[config.mk]
export PLATFORM = sky130hd
export DESIGN_NAME = game_timer
export DESIGN_NICKNAME = d
export VERILOG_FILES = /design/src/rtl/game_timer.sv
export SDC_FILE = /design/constraint.sdc
export NUM_CORES = 1
export LEC_CHECK = 0
export BUFFER_PORTS_ARGS = -buffer_cell sky130_fd_sc_hd__buf_2
export CORE_UTILIZATION = 52
export CTS_CLUSTER_DIAMETER = 100
export DETAILED_ROUTE_END_ITERATION = 12
export PLACE_DENSITY = 0.84
export RECOVER_POWER = 50
export SLEW_MARGIN = 10
export SYNTH_ARGS = -nofsm -noshare
export SYNTH_HDL_FRONTEND = slang
export SYNTH_SLANG_ARGS = --single-unit
[constraint.sdc]
create_clock -name frame_clk -period 2.3 [get_ports frame_clk]
set_clock_uncertainty 0.2 [all_clocks]
set_input_delay 0.23 -clock frame_clk [delete_from_list [all_inputs] [get_ports frame_clk]]
set_output_delay 0.23 -clock frame_clk [all_outputs]
set_load 0.01 [all_outputs]
[src/rtl/game_timer.sv]
// game_timer: match clock for the tank game. Counts frame_clk ticks into
// three BCD second digits, freezes on a tank kill, flags the draw limit,
// and decodes the screen regions where the three digit glyphs are drawn.
module game_timer #(
  parameter int FRAMES_PER_SEC = 60,
  parameter int LIMIT_HUND     = 2,
  parameter int LIMIT_TEN      = 5,
  parameter int LIMIT_ONE      = 0,
  parameter int HUND_X         = 540,
  parameter int TEN_X          = 572,
  parameter int ONE_X          = 604,
  parameter int TIMER_Y        = 0,
  parameter int DIGIT_W        = 32,
  parameter int DIGIT_H        = 32
) (
  input  logic       frame_clk,
  input  logic       Reset,
  input  logic       start,
  input  logic       pause,
  input  logic       tank1_alive,
  input  logic       tank2_alive,
  input  logic [9:0] DrawX,
  input  logic [9:0] DrawY,
  output logic [3:0] hund_sec,
  output logic [3:0] ten_sec,
  output logic [3:0] one_sec,
  output logic       time_up,
  output logic       tick_1hz,
  output logic       running,
  output logic       is_timer_hund,
  output logic       is_timer_ten,
  output logic       is_timer_one
);

  // A prescaler of at least one bit keeps FRAMES_PER_SEC = 1 legal.
  localparam int PW = (FRAMES_PER_SEC > 1) ? $clog2(FRAMES_PER_SEC) : 1;
  localparam logic [PW-1:0] PRESC_LAST = PW'(FRAMES_PER_SEC - 1);

  localparam logic [3:0] LIM_H = 4'(LIMIT_HUND);
  localparam logic [3:0] LIM_T = 4'(LIMIT_TEN);
  localparam logic [3:0] LIM_O = 4'(LIMIT_ONE);

  // Region bounds widened to 11 bits so X+W never overflows the compare.
  localparam logic [10:0] Y_LO  = 11'(TIMER_Y);
  localparam logic [10:0] Y_HI  = 11'(TIMER_Y + DIGIT_H);
  localparam logic [10:0] HX_LO = 11'(HUND_X);
  localparam logic [10:0] HX_HI = 11'(HUND_X + DIGIT_W);
  localparam logic [10:0] TX_LO = 11'(TEN_X);
  localparam logic [10:0] TX_HI = 11'(TEN_X + DIGIT_W);
  localparam logic [10:0] OX_LO = 11'(ONE_X);
  localparam logic [10:0] OX_HI = 11'(ONE_X + DIGIT_W);

  typedef enum logic [1:0] {IDLE, RUN, DONE_KILL, DONE_TIME} state_t;

  state_t        state_q, state_d;
  logic [PW-1:0] presc_q, presc_d;
  logic [3:0]    hund_q, hund_d, ten_q, ten_d, one_q, one_d;
  logic          time_up_q, time_up_d;
  logic          tick_q, tick_d;
  logic          running_q, running_d;

  logic [3:0]    inc_hund, inc_ten, inc_one;
  logic          limit_hit;
  logic          both_alive;

  // BCD +1 with ripple carry; 999 saturates instead of wrapping.
  always_comb begin
    inc_hund = hund_q;
    inc_ten  = ten_q;
    inc_one  = one_q;
    if (!(hund_q == 4'd9 && ten_q == 4'd9 && one_q == 4'd9)) begin
      if (one_q == 4'd9) begin
        inc_one = 4'd0;
        if (ten_q == 4'd9) begin
          inc_ten  = 4'd0;
          inc_hund = hund_q + 4'd1;
        end else begin
          inc_ten = ten_q + 4'd1;
        end
      end else begin
        inc_one = one_q + 4'd1;
      end
    end
  end

  assign limit_hit  = (inc_hund == LIM_H) && (inc_ten == LIM_T) && (inc_one == LIM_O);
  assign both_alive = tank1_alive && tank2_alive;

  // Next-state logic; rule order gives a kill priority over the limit.
  always_comb begin
    state_d   = state_q;
    presc_d   = presc_q;
    hund_d    = hund_q;
    ten_d     = ten_q;
    one_d     = one_q;
    time_up_d = time_up_q;
    tick_d    = 1'b0;
    unique case (state_q)
      IDLE: begin
        if (start) begin
          state_d   = RUN;
          presc_d   = '0;
          hund_d    = 4'd0;
          ten_d     = 4'd0;
          one_d     = 4'd0;
          time_up_d = 1'b0;
        end
      end
      RUN: begin
        if (!both_alive) begin
          state_d = DONE_KILL;
        end else if (!pause) begin
          if (presc_q == PRESC_LAST) begin
            presc_d = '0;
            hund_d  = inc_hund;
            ten_d   = inc_ten;
            one_d   = inc_one;
            tick_d  = 1'b1;
            if (limit_hit) begin
              state_d   = DONE_TIME;
              time_up_d = 1'b1;
            end
          end else begin
            presc_d = presc_q + PW'(1);
          end
        end
      end
      DONE_KILL, DONE_TIME: begin
        if (start && both_alive) begin
          state_d   = RUN;
          presc_d   = '0;
          hund_d    = 4'd0;
          ten_d     = 4'd0;
          one_d     = 4'd0;
          time_up_d = 1'b0;
        end
      end
      default: state_d = IDLE;
    endcase
    running_d = (state_d == RUN);
  end

  // State and registered outputs, cleared asynchronously by Reset.
  always_ff @(posedge frame_clk or posedge Reset) begin
    if (Reset) begin
      state_q   <= IDLE;
      presc_q   <= '0;
      hund_q    <= 4'd0;
      ten_q     <= 4'd0;
      one_q     <= 4'd0;
      time_up_q <= 1'b0;
      tick_q    <= 1'b0;
      running_q <= 1'b0;
    end else begin
      state_q   <= state_d;
      presc_q   <= presc_d;
      hund_q    <= hund_d;
      ten_q     <= ten_d;
      one_q     <= one_d;
      time_up_q <= time_up_d;
      tick_q    <= tick_d;
      running_q <= running_d;
    end
  end

  assign hund_sec = hund_q;
  assign ten_sec  = ten_q;
  assign one_sec  = one_q;
  assign time_up  = time_up_q;
  assign tick_1hz = tick_q;
  assign running  = running_q;

  // Glyph region strobes: half-open boxes, purely from the pixel position.
  logic [10:0] x_ext, y_ext;
  logic        y_in;
  assign x_ext = {1'b0, DrawX};
  assign y_ext = {1'b0, DrawY};
  assign y_in  = (y_ext >= Y_LO) && (y_ext < Y_HI);

  assign is_timer_hund = y_in && (x_ext >= HX_LO) && (x_ext < HX_HI);
  assign is_timer_ten  = y_in && (x_ext >= TX_LO) && (x_ext < TX_HI);
  assign is_timer_one  = y_in && (x_ext >= OX_LO) && (x_ext < OX_HI);

endmodule
# Word level (Yosys, flattened, before mapping)
# Cells that the tools add are included.
# totals
ff_bits,23
latchBits,0
ram_bits,0
romBits,0
in_bits,26
word_cells,101
memories,0
# op_classes
addsub,4
mul,0
div_mod_pow,0
magnitude_cmp,8
n_eq_ne,16
n_shift,0
mux,46
bitwise_logic,0
n_reduce_logical,19
# op_table
operator,count
$mux W4,19
$pmux W4 S3,3
$ge A10 B10 Y1 const B,3
$lt A10 B10 Y1 const B,3
$mux W6,5
$pmux W6 S3,1
$logic_and A1 B1 Y1,13
$add A4 B1 Y4 const B,3
$eq A4 B4 Y1 const B,3
$mux W2,6
$ne A2 B2 Y1 const B,6
$ge A10 B1 Y1 const B,1
$lt A10 B6 Y1 const B,1
$mux W1,10
$add A6 B1 Y6 const B,1
$eq A6 B6 Y1 const B,1
$pmux W2 S3,1
$reduce_and A6 Y1,1
$reduce_and A5 Y1,1
$eq A2 B1 Y1 const B,2
$eq A2 B2 Y1 const B,2
$eq A4 B2 Y1 const B,1
$eq A4 B3 Y1 const B,1
$logic_not A4 Y1,1
other kinds (4),4

# Logic depth before layout (Yosys ltp)
# logic_depth
depth_word,13
depth_mapped,7
mapped_depth_nobuf,7

# Worst setup path before layout
# No wires, ideal clock.
# synth_path
kind,reg-to-reg
from,"register one_q[2], in the netlist one_sec[2]"
to,register state_q[1]
setup_time_ns,0.092
t_arrival_ns,1.689
path_slack_ns,0.319
stages_incl_launch_ff,8
path_buffers,2
synth_period_minus_slack_ns,1.981
cell_sequence,dfrtp_1 buf_6 and4bb_4 buf_6 nand4_1 xor2_1 nand4_2 o31ai_2
# synth_via
elab_chain_len,11
elab_cells_between_ends,19
# synth_lines
item,line,rtl
from (decl),57,"logic [3:0] hund_q, hund_d, ten_q, ten_d, one_q, one_d;"
from (signal assigned),159,one_q <= one_d;
"parallel branches: the longest is 5 deep, another holds $add A4 B1 Y4",-,
$logic_and A1 B1 Y1 *,86,assign limit_hit = (inc_hund == LIM_H) && (inc_ten == LIM_T) && (inc_one == LIM_O);
$mux W2 *,119,if (limit_hit) begin
$mux W2 *,113,if (presc_q == PRESC_LAST) begin
$mux W2 *,112,end else if (!pause) begin
$mux W2 *,110,if (!both_alive) begin
$pmux W2 S3 *,98,unique case (state_q)
via state_d[1],55,"state_t state_q, state_d;"
to (signal assigned),155,state_q <= state_d;
to (decl),55,
# Mark *: on every way through the listed nets, which the timed path passes.
# A chain may end at the register's enable or synchronous reset.

# Worst setup path in the final report
# layout_path
from,"register hund_q[0], in the netlist hund_sec[0]"
to,register state_q[1]
# layout_via
elab_chain_len,12
elab_cells_between_ends,19
# layout_lines
item,line,rtl
from (decl),57,
from (signal assigned),157,hund_q <= hund_d;
$add A4 B1 Y4 / $eq A4 B4 Y1 (equally long branches),"76, 71",
$mux W4 / $logic_and A1 B1 Y1 (equally long branches),"74, 71",
$mux W4 / $logic_and A1 B1 Y1 (equally long branches),"72, 71",
$mux W4,71,if (!(hund_q == 4'd9 && ten_q == 4'd9 && one_q == 4'd9)) begin
$eq A4 B2 Y1 / $eq A4 B3 Y1 (equally long branches),86,
$logic_and A1 B1 Y1,86,
$logic_and A1 B1 Y1 *,86,
$mux W2 *,119,
$mux W2 *,113,
$mux W2 *,112,
$mux W2 *,110,
$pmux W2 S3 *,98,
via state_d[1],55,
# The timed path passes the listed nets; every way through them passes the cells marked *.

==> reports/qor.yml <==
synth_fp_nets: 205
rows: 19
syn_to_final_growth_pct: 16.9
wl_met3_microns: 167
r2r_cells: 6
ys_seq_elements: 23
io_pins: 44
synthFlopType: "dfrtp_1"
cts_resized: 0
tns_ns: 0
synth_edf_count: 0
timing.rr.start: "hund_sec[0]$_DFFE_PP0P_"
grt_pass1_vias: 1339
arrival_ns: 2.15
timing.final.crit_share_pct: 92.4
h-tree-depth: 1
cts.path.max_buffers: 2
drtPass1Iterations: 8
routed-via-count: 1477
drt_iter0_drc: 51
seq_area_sq_um: 576
cp-start-kind: "flip-flop"
postCtsHoldBufs: 2
via_per_inst: 5.88
violations: "design-rule violations"
worst_pin_slew_ns: 1.20
async_reset_ff_share_pct: 100
ir_worst_vdd_mv: 0.325
wl_met1_microns: 1540
syn-cell-area_sq_um: 1570
max_slew_margin_pct: 19.9
layout-drive-gt1-share_pct: 25.0
clk_latency_ns: 0.31
crit_path_end: "state_q[1]$_DFF_PP0_"
cts-root-buf: "clkbuf_4"
finalSetupViolations: 0
gp_congestion: 0.782
die_area_sq_um: 3250
seq_area_frac_synth_pct: 36.6
r2r_end: "state_q[1]$_DFF_PP0_"
synthDistinctLibCells: 49
grt_pass1_wl_microns: 5690
power_leakage_nw: 0.800
wire_per_inst_microns: 13.4
grt_util_all_layers_pct: 21.8
hold_path.class: "input pin to flip-flop"
worstSetupStartpoint: "hund_sec[0]$_DFFE_PP0P_"
hold_path_depth: 3
nets: 250
outcome: "finished with violations"
die_y_microns: 57.0
yosys-top-cells-area: "dfrtp_1 (37%), a21oi_1 (5.1%), nand2_1 (4.5%), nand3_1 (3.5%), o21ai_0 (3.2%)"
p_per_area_nw_per_um2: 477
period_needed_ns: 2.13
worst_ep_required_time_ns: 2.33
tritoncts: "built"
synth.top_cell.area_share_pct: 36.6
cts_sinks: 23
ys_warn_count: 0
endpoint_kind: "flip-flop"
cap_violations: 0
clock.fmax_mhz: 470
fillers: 248
placed_cell_area_sq_um: 1810
top_layer_used: "met4"
wl_microns: 3360
yosysTopAreaCell: "dfrtp_1"
portBuffers: 36
r2r_slack_ns: 0.17
multi_input_area_sq_um: 920
numCtsBuffers: 3
crit_type: "flip-flop to flip-flop"
avgSynthCellArea_sq_um: 8.94
gr-total-overflow: 0
rsz0062_at_grt: "no"
coreArea_sq_um: 2810
hpwl_microns: 2500
netlist_instances: 176
slew_viol_final: 0
crit_path_cell_trace: "ha_1 -> nand3b_1 -> nand3_4 -> mux2i_1 -> nand4_2 -> o31ai_2"
crit_fanout: 8
clk_pin_slew_ns: 0.13
post_cts_buffers: 0
hold_viol: 0
die_width_microns: 57.0
design_area_sq_um: 1840
antenna_found_initial: 0
drc_errors: 2
cp_slowest_cell: "dfrtp_1"
antenna_left: 0
slowest_delay_ns: 0.50
wl_met2_microns: 1630
grt_max_degree: 24
start_util_pct: 56.1
n_antenna_cell: 0
metrics by stage:
stage / util [%] / total power, mW / hold WS, ns / worst slack, ns / cells
after floorplan: - / 0.616 / 0.0319 / 0.319 / 176
after global placement: 64.6 / 0.689 / 0.0860 / 0.280 / 245
after detailed placement: 64.6 / 0.699 / 0.0849 / 0.232 / 245
after CTS: 66.2 / 0.883 / 0.0393 / 0.203 / 251
after global routing: 65.6 / 0.930 / 0.0521 / 0.0839 / 251
final: 65.6 / 0.878 / 0.0433 / 0.174 / 251
how the worst min path moves through the flow:
stage,from,end,slack (ns)
after floorplan,Reset,hund_sec[0]$_DFFE_PP0P_,0.03
after global placement,Reset,presc_q[5]$_DFFE_PP0P_,0.09
after detailed placement,Reset,presc_q[5]$_DFFE_PP0P_,0.08
after CTS,tank2_alive,state_q[0]$_DFF_PP0_,0.04
after global routing,start,state_q[1]$_DFF_PP0_,0.05
final,tank2_alive,state_q[0]$_DFF_PP0_,0.04
critical path, delay by kind of cell (launching register included):
kind,cells,cell delay (ns)
mux,1,0.25
flops,1,0.50
fa+ha+maj,1,0.22
compound gates,1,0.29
simple gates,3,0.57
cell usage in the layout (no fill, tap or decap), types with 3 or more instances in the layout:
master / count
nand2_1: 19
mux2i_1: 3
inv_1: 6
nand3_1: 11
buf_2: 28
o31ai_1: 4
dfrtp_1: 23
and3_1: 5
o21ai_1: 7
buf_4: 8
a21oi_1: 16
clkbuf_1: 11
o21ai_0: 10
nand2b_1: 4
clkbuf_4: 3
nor2_1: 8
nand4_1: 4
ha_1: 3
xor2_1: 4
nor2b_1: 3
where the power goes:
group | internal, mW | total (mW) | switching [mW]
Combinational | 0.0971 | 0.211 | 0.114
Clock | 0.0677 | 0.188 | 0.120
Sequential | 0.434 | 0.480 | 0.0458
Total | 0.599 | 0.878 | 0.280
cell type report:
cell class / count / area share (%)
clock buffers: 4 / 1.43
inverters: 6 / 1.22
multi-input cells: 139 / 50.0
repair buffers: 48 / 14.0
flip-flops and latches: 23 / 31.3
well taps: 31 / 2.11
routing by layer:
metal | vias to the layer above | GRT usage (%)
li1 | 739 | -
met5 | - | 0
met1 | 681 | 30.2
met4 | 0 | 5.23
met2 | 53 | 37.3
met3 | 4 | 1.81
cells by family after synthesis:
group | count (synthesis) | synth area share, %
and+or+nand+nor | 77 | 30.5
AOI/OAI and AO/OA | 52 | 21.4
DFF | 23 | 36.6
buffers and inverters | 14 | 5.01
xor gates and xnor gates | 4 | 2.23
muxes | 3 | 1.91
adders and majority gates | 3 | 2.38
cell usage after synthesis (2+ instances only):
cell type and instances:
nand2b_1 4, o31ai_1 4, ha_1 3, a21oi_1 16, buf_4 2, and4bb_4 2
a21o_1 2, nor2_1 8, nand3b_1 2, o21ai_1 7, dfrtp_1 23, nand4_1 4
o22ai_1 2, and3_1 5, nor3_1 2, nand2_1 19, nand4b_1 2, inv_1 6
nand3_1 11, and2_1 2, buf_2 3, o21ai_0 10, buf_6 2, mux2i_1 3
or3b_2 2, or3_1 2, xor2_1 4, nor2b_1 3
registers in the layout (all words and copies together), names as in the netlist:
signal and flops:
tick_1hz 1, one_sec 4, state_q 2, time_up 1, ten_sec 4, presc_q 6, running 1, hund_sec 4
Power figures use the tool's default switching activity.
